[config.mk]
export PLATFORM = sky130hd
export DESIGN_NAME = muldiv_iter
export DESIGN_NICKNAME = d
export VERILOG_FILES = /design/src/rtl/muldiv_iter.sv
export SDC_FILE = /design/constraint.sdc
export NUM_CORES = 1
export LEC_CHECK = 0
export CORE_MARGIN = 4
export CORE_UTILIZATION = 47
export DETAILED_ROUTE_END_ITERATION = 8
export PLACE_DENSITY = 0.69
export SLEW_MARGIN = 20
export SYNTH_ARGS = -nofsm -noshare
export SYNTH_HDL_FRONTEND = slang
export SYNTH_SLANG_ARGS = --single-unit
[constraint.sdc]
create_clock -name clk -period 7 [get_ports clk]
set_input_delay 2.1 -clock clk [delete_from_list [all_inputs] [get_ports clk]]
set_output_delay 2.1 -clock clk [all_outputs]
set_load 0.05 [all_outputs]
[src/rtl/muldiv_iter.sv]
// Iterative multiply/divide unit: restoring radix-2 divide and shift-add multiply, one bit per cycle.
// Multiply datapath is present only when MULDIV_MUL_EN is defined; otherwise multiply ops return zero.
module muldiv_iter #(
  parameter int WIDTH = 32
) (
  input  logic             clk,
  input  logic             rst,
  input  logic             start,
  input  logic [1:0]       op,
  input  logic             cancel,
  input  logic [WIDTH-1:0] a,
  input  logic [WIDTH-1:0] b,
  output logic             busy,
  output logic             done,
  output logic             stall,
  output logic [WIDTH-1:0] hi,
  output logic [WIDTH-1:0] lo,
  output logic [1:0]       dbgState
);

  // Handshake: start (with op/a/b) is taken on an edge where the unit is IDLE or DONE
  // and cancel is low; done is a one-cycle valid for hi/lo; stall holds the pipeline.
  typedef enum logic [1:0] {IDLE = 2'd0, BUSY = 2'd1, DONE = 2'd2} state_t;

  localparam int M = WIDTH - 1;
  localparam int CW = $clog2(WIDTH);
  localparam logic [CW-1:0] LAST = CW'(WIDTH - 1);

  state_t state;
  logic [CW-1:0] cnt;
  logic [WIDTH-1:0] remReg, quoReg, opnd;
  logic negLo, negHi;
  logic [WIDTH-1:0] aMag, bMag;
  logic [WIDTH:0] divShift, divDiff;
  logic [WIDTH-1:0] stepHi, stepLo, resHi, resLo;
`ifdef MULDIV_MUL_EN
  logic isMul;
  logic [WIDTH:0] mulSum;
  logic [2*WIDTH-1:0] prod;
`endif

  assign aMag = (op[0] && a[M]) ? -a : a;
  assign bMag = (op[0] && b[M]) ? -b : b;
  assign dbgState = state;
  assign stall = (state == BUSY) || ((state == IDLE || state == DONE) && start && !cancel);

  // remReg/quoReg double as {partial remainder, quotient} or {product high, product low}.
  always_comb begin
    divShift = {remReg, quoReg[M]};
    divDiff  = divShift - {1'b0, opnd};
    if (!divDiff[WIDTH]) begin
      stepHi = divDiff[M:0];
      stepLo = {quoReg[M-1:0], 1'b1};
    end else begin
      stepHi = divShift[M:0];
      stepLo = {quoReg[M-1:0], 1'b0};
    end
    resHi = negHi ? -stepHi : stepHi;
    resLo = negLo ? -stepLo : stepLo;
`ifdef MULDIV_MUL_EN
    mulSum = {1'b0, remReg} + (quoReg[0] ? {1'b0, opnd} : '0);
    prod   = '0;
    if (isMul) begin
      stepHi = mulSum[WIDTH:1];
      stepLo = {mulSum[0], quoReg[M:1]};
      prod   = negLo ? -{stepHi, stepLo} : {stepHi, stepLo};
      resHi  = prod[2*WIDTH-1:WIDTH];
      resLo  = prod[M:0];
    end
`endif
  end

  always_ff @(posedge clk) begin
    if (rst) begin
      state  <= IDLE;
      busy   <= 1'b0;
      done   <= 1'b0;
      hi     <= '0;
      lo     <= '0;
      cnt    <= '0;
      remReg <= '0;
      quoReg <= '0;
      opnd   <= '0;
      negLo  <= 1'b0;
      negHi  <= 1'b0;
`ifdef MULDIV_MUL_EN
      isMul  <= 1'b0;
`endif
    end else if (cancel) begin
      state <= IDLE;
      busy  <= 1'b0;
      done  <= 1'b0;
    end else begin
      case (state)
        BUSY: begin
          remReg <= stepHi;
          quoReg <= stepLo;
          cnt    <= cnt + 1'b1;
          if (cnt == LAST) begin
            state <= DONE;
            busy  <= 1'b0;
            done  <= 1'b1;
            hi    <= resHi;
            lo    <= resLo;
          end
        end
        default: begin
          if (start) begin
            if (!op[1] && b == '0) begin
              state <= DONE;
              busy  <= 1'b0;
              done  <= 1'b1;
              hi    <= a;
              lo    <= '1;
            end
`ifndef MULDIV_MUL_EN
            else if (op[1]) begin
              state <= DONE;
              busy  <= 1'b0;
              done  <= 1'b1;
              hi    <= '0;
              lo    <= '0;
            end
`endif
            else begin
              state  <= BUSY;
              busy   <= 1'b1;
              done   <= 1'b0;
              cnt    <= '0;
              remReg <= '0;
              negLo  <= op[0] & (a[M] ^ b[M]);
              negHi  <= op[0] & a[M];
`ifdef MULDIV_MUL_EN
              isMul  <= op[1];
              if (op[1]) begin
                quoReg <= bMag;
                opnd   <= aMag;
              end else begin
                quoReg <= aMag;
                opnd   <= bMag;
              end
`else
              quoReg <= aMag;
              opnd   <= bMag;
`endif
            end
          end else begin
            state <= IDLE;
            done  <= 1'b0;
          end
        end
      endcase
    end
  end

endmodule

==> results of run 1 <==
cells in the final DEF (no fill, tap or decap), types with 28 or more instances in the layout:
master | Yosys | layout
xnor2_1 | 67 | 67
nor2_1 | 250 | 249
nand2_1 | 125 | 125
a22oi_1 | 34 | 34
nand3_1 | 28 | 28
nor3_1 | 89 | 89
inv_1 | 51 | 51
o21ai_0 | 75 | 75
ha_1 | 38 | 38
clkdlybuf4s50_1 | 0 | 137
a21oi_1 | 134 | 133
xor2_1 | 62 | 62
dfxtp_1 | 171 | 170
a211oi_1 | 67 | 67
power groups by stage:
| stage | clock (mW) | sequential [mW] | combinational, mW |
|---|---|---|---|
| after floorplan | 0 | 1.11 | 0.478 |
| after global placement | 0 | 1.06 | 0.777 |
| after detailed placement | 0 | 1.06 | 0.784 |
| after CTS | 0.987 | 1.04 | 0.788 |
| after global routing | 1.03 | 1.05 | 0.864 |
| final | 0.980 | 1.04 | 0.799 |
registers in the layout, indices dropped and copies added, names as in the netlist:
register	flops
negHi	1
opnd	32
done	1
quoReg	32
lo	32
hi	32
busy	1
cnt	5
negLo	1
remReg	32
dbgState	2
layer usage:
metal | vias up | wire length, um | GRT usage, %
li1 | 6096 | - | -
met1 | 5975 | 18500 | 39.9
met2 | 541 | 17600 | 42.0
met3 | 66 | 3590 | 5.44
met4 | 2 | 961 | 7.87
met5 | - | 16 | 0
cell type report:
cell class,instances,area [sq um],share of cell area (%)
Inverter,52,195,1.36
Tap cell,330,413,2.87
Multi-Input combinational cell,1302,8160,56.8
Sequential cell,171,3420,23.8
Clock inverter,15,186,1.30
Timing Repair Buffer,156,1570,10.9
Clock buffer,17,425,2.96
cell families after synthesis:
family | synth area share (%)
AOI/OAI and AO/OA | 26.3
xor gates and xnor gates | 9.30
adders and majority gates | 4.08
buffers and inverters | 5.09
DFF | 28.2
muxes | 2.35
and+or+nand+nor | 24.7
worst max-delay path, stage by stage:
cell and delay, ns:
clkdlybuf4s50_1 0.58, nor2b_1 0.42, inv_1 0.07, o21ai_0 0.14
clkdlybuf4s50_1 0.85
metrics by stage:
stage	setup slack [ns]	hold slack, ns	power [mW]	instance area, sq um
after detailed placement	0.735	0.449	1.85	13800
after global routing	0.622	0.489	2.94	14400
final	0.746	0.453	2.82	14400
after CTS	0.744	0.458	2.82	14400
after floorplan	1.43	0.432	1.59	12200
after global placement	0.756	0.441	1.84	13700
worst min path at each step:
stage / from / to / slack (ns) / cells after the start
floorplan: opnd[22]$_SDFFE_PP0P_ / opnd[22]$_SDFFE_PP0P_ / 0.43 / 2
global placement: opnd[22]$_SDFFE_PP0P_ / opnd[22]$_SDFFE_PP0P_ / 0.44 / 2
detailed placement: opnd[22]$_SDFFE_PP0P_ / opnd[22]$_SDFFE_PP0P_ / 0.45 / 2
CTS: opnd[22]$_SDFFE_PP0P_ / opnd[22]$_SDFFE_PP0P_ / 0.46 / 2
global route: opnd[22]$_SDFFE_PP0P_ / opnd[22]$_SDFFE_PP0P_ / 0.49 / 2
finish: opnd[22]$_SDFFE_PP0P_ / opnd[22]$_SDFFE_PP0P_ / 0.45 / 2
==> impl_metrics.tcl, run 1 <==
set metrics [dict create \
    synth_top_area_share_pct 28.2 \
    tightest_slew_ns 1.03 \
    tns_ns 0 \
    yosysMostFrequentCell "nor2_1" \
    stdcell_count 2043 \
    cts.path.max_buffers 2 \
    cts_tree "yes" \
    timing.rr.start "quoReg[31]$_SDFFE_PP0P_" \
    peakVddDrop_v 0.000175 \
    drive_gt1_share_pct 5.31 \
    switchingPower_mw 1.03 \
    finalHoldViolations 0 \
    drtIter0Drc 1388 \
    crit_end "stall" \
    synth.net_count 1743 \
    yosys_warnings 0 \
    core_sq_um 25300 \
    reg2reg_setup_slack_ns 1.24 \
    port_buffers 138 \
    switching_share_pct 36.6 \
    synthFlopType "dfxtp_1" \
    clkTransAtPathRegs_ns 0.08 \
    cts.sinks 171 \
    io_pins 139 \
    die_w_um 169 \
    finalSetupViolations 0 \
    worstPathMaxFanout 7 \
    slew_viol_final 0 \
    n_fill_cell 2397 \
    drc 0 \
    htree_levels 4 \
    p_seq_share_pct 36.9 \
    combPwrFrac_pct 28.3 \
    outcome "finished clean" \
    dp_hpwl_um 30700 \
    fin_nets 1809 \
    fin_crit_ns 6.25 \
    syn_area_sq_um 12200 \
    ys_seq_area_share_pct 28.2 \
    finish.utilization_pct 56.8 \
    post_cts_buffers 0 \
    synthTopCellsByCount "nor2_1, dfxtp_1, a21oi_1, nand2_1, nor3_1" \
    clkPwrFrac_pct 34.8 \
    critPathArrivalTime_ns 4.15 \
    row_count 58 \
    p_leak_nw 5.34 \
    wl_per_cell_um 19.9 \
    rr_endpoint "hi[26]$_SDFFE_PP0P_" \
    rsz0062_at_grt "no" \
    synthCells 1634 \
    powerDensity_nw_per_um2 196 \
    endpoint_kind "output pin" \
    via_count 12700 \
    globalplace.congestion 0.926 \
    insertedDiodeCount 0 \
    grt_pass1_vias 11600 \
    hold_class "reg -> reg" \
    die_height_um 169 \
    start_kind "input port" \
    p_int_mw 1.79 \
    ctsResizeCount 0 \
    critPathKind "in -> out" \
    synth_edf_count 0 \
    synth_area_leaders "dfxtp_1, nor2_1, a21oi_1" \
    grt_max_degree 90 \
    crit_required_ns 4.90 \
    ant_nets 0 \
    fin_crit_sh_pct 89.3 \
    cts_buffers 17 \
    fmax_ghz 0.160 \
    grt_usage_pct 27.7 \
    overflow 0 \
    async_flop_share_pct 0 \
    firstDrtPassIters 9 \
    clk_latency_ns 0.45 \
    die_area_sq_um 28500 \
    place_inst 2011 \
    synth_top_cell_by_area "dfxtp_1" \
    wl_um 40600 \
    area_growth_pct 18.3 \
    relSlewSlack_pct 31.4 \
    syn_area_per_cell_sq_um 7.44 \
    vias_per_cell 6.21 \
    ctsHoldBuffers 0 \
    rr_worst_depth 23 \
    yosysUniqueCellTypes 81 \
    antenna_found_initial 1 \
    synth_seq_cells 171 \
    cap_violations 0 \
    start_util_pct 48.0 \
    cp-startpoint "cancel" \
    finClkSkew_ns 0.0175 \
    cts_root_buffer "clkbuf_16" \
    grt_pass1_wl_um 63900 \
]
No activity file was read; power rests on OpenSTA's default activity.
==> run 2, diff against run 1 <==
Clock period 7 ns to 5.8 ns, I/O delays scaled along.
==> impl_metrics.tcl, run 2 (synthesis results as in run 1) <==
set metrics [dict create \
    wl_per_cell_um 19.9 \
    n_fill_cell 2399 \
    relSlewSlack_pct 32.3 \
    clk_latency_ns 0.44 \
    ant_nets 0 \
    start_util_pct 48.0 \
    p_leak_nw 5.38 \
    dp_hpwl_um 31100 \
    clkTransAtPathRegs_ns 0.07 \
    core_sq_um 25300 \
    ctsHoldBuffers 0 \
    grt_pass1_wl_um 65000 \
    io_pins 139 \
    critPathArrivalTime_ns 5.46 \
    outcome "finished clean" \
    vias_per_cell 6.27 \
    mostFrequentLayoutCell "nor2_1" \
    tightest_slew_ns 1.02 \
    start_kind "input port" \
    powerDensity_nw_per_um2 234 \
    die_w_um 169 \
    htree_levels 4 \
    globalplace.congestion 0.933 \
    ctsResizeCount 0 \
    finalHoldViolations 0 \
    post_cts_buffers 0 \
    final_area_sq_um 14500 \
    critPathKind "in -> reg" \
    wl_um 41000 \
    rsz0062_at_grt "no" \
    slew_viol_final 0 \
    row_count 58 \
    via_count 12900 \
    finalSetupViolations 0 \
    fin_nets 1823 \
    peakVddDrop_v 0.000156 \
    drtIter0Drc 1312 \
    grt_pass1_vias 11800 \
    finalPower_mw 3.38 \
    finClkSkew_ns 0.0155 \
    worstPathMaxFanout 18 \
    cts.sinks 171 \
    overflow 0 \
    endpoint_kind "register" \
    grt_usage_pct 28.1 \
    cts_tree "yes" \
    cts_buffers 17 \
    fin_crit_sh_pct 87.9 \
    timing.hold.ws_ns 0.471 \
    final_cell_mix "nor2_1, dfxtp_1, clkdlybuf4s50_1" \
    hold_class "reg -> reg" \
    cts.path.max_buffers 2 \
    cap_violations 0 \
    die_area_sq_um 28500 \
    tns_ns 0 \
    port_buffers 138 \
    drive_gt1_share_pct 6.14 \
    drc 0 \
    cts_root_buffer "clkbuf_16" \
    placed_cell_area_sq_um 13900 \
    die_height_um 169 \
    fmax_ghz 0.196 \
    grt_max_degree 91 \
    crit_required_ns 6.17 \
    firstDrtPassIters 6 \
    fin_crit_ns 5.10 \
    antenna_found_initial 2 \
    area_growth_pct 18.9 \
    finish.utilization_pct 57.1 \
]
==> run 2: cell count changes in the layout (fill, tap and decap cells not counted) <==
cell,change
diode_2,+1
inv_12,-1
clkinv_4,-2
buf_16,-1
clkinv_2,+1
clkdlybuf4s50_1,-1
buf_12,+2
clkinv_8,-2
buf_4,+14
clkinvlp_4,+4
==> run 2: area by class of cell <==
cell class,instances,area (sq um),area share (%)
inverters,52,195,1.35
flip-flops and latches,171,3420,23.7
multi-input cells,1302,8160,56.5
well taps,330,413,2.86
repair buffers,170,1680,11.6
clock inverters,15,155,1.07
clock buffers,17,425,2.94
diodes,1,2.50,0.0173
==> run 2: critical path, cell delays in order <==
cell             delay (ns)
clkdlybuf4s50_1        0.50
nor4_1                 0.42
nand4b_1               0.25
nor2_1                 0.31
nand2_1                0.12
nor2_1                 0.30
a31oi_1                0.16
o21ai_0                0.57
nand2b_2               0.29
buf_4                  0.28
nor3_1                 0.24
mux2i_1                0.12
a31oi_1                0.16
==> run 2: path summary, 6_finish.rpt <==
path | startpoint | to | slack (ns) | cells after the start
setup reg to reg | quoReg[31]$_SDFFE_PP0P_ | hi[26]$_SDFFE_PP0P_ | 0.72 | 19
hold reg to reg | opnd[5]$_SDFFE_PP0P_ | opnd[5]$_SDFFE_PP0P_ | 0.47 | 2
setup / recovery | b[6] | hi[27]$_SDFFE_PP0P_ | 0.70 | 13
hold / removal | opnd[5]$_SDFFE_PP0P_ | opnd[5]$_SDFFE_PP0P_ | 0.47 | 2
==> run 2: through the flow <==
| stage | worst slack [ns] | std cells |
|---|---|---|
| 2_1_floorplan | 0.878 | 1634 |
| 3_3_place_gp | 0.519 | 2025 |
| 3_5_place_dp | 0.382 | 2025 |
| 4_1_cts | 0.797 | 2057 |
| 5_1_grt | 0.441 | 2057 |
| 6_report | 0.702 | 2058 |
==> run 2: report_power, final <==
part / switching (mW) / internal [mW] / total, mW / leakage (nW)
sequential: 0.0388 / 1.22 / 1.26 / 1.39
combinational: 0.625 / 0.366 / 0.992 / 3.72
clock: 0.564 / 0.574 / 1.14 / 0.272
total: 1.23 / 2.16 / 3.38 / 5.38
==> run 2: routing by layer <==
metal | share of wire, % | vias to the layer above | track usage, %
li1 | - | 6138 | -
met1 | 45 | 6121 | 39.9
met2 | 43 | 565 | 42.8
met3 | 8.9 | 78 | 6.98
met4 | 2.3 | 4 | 7.52
met5 | 0.071 | - | 0
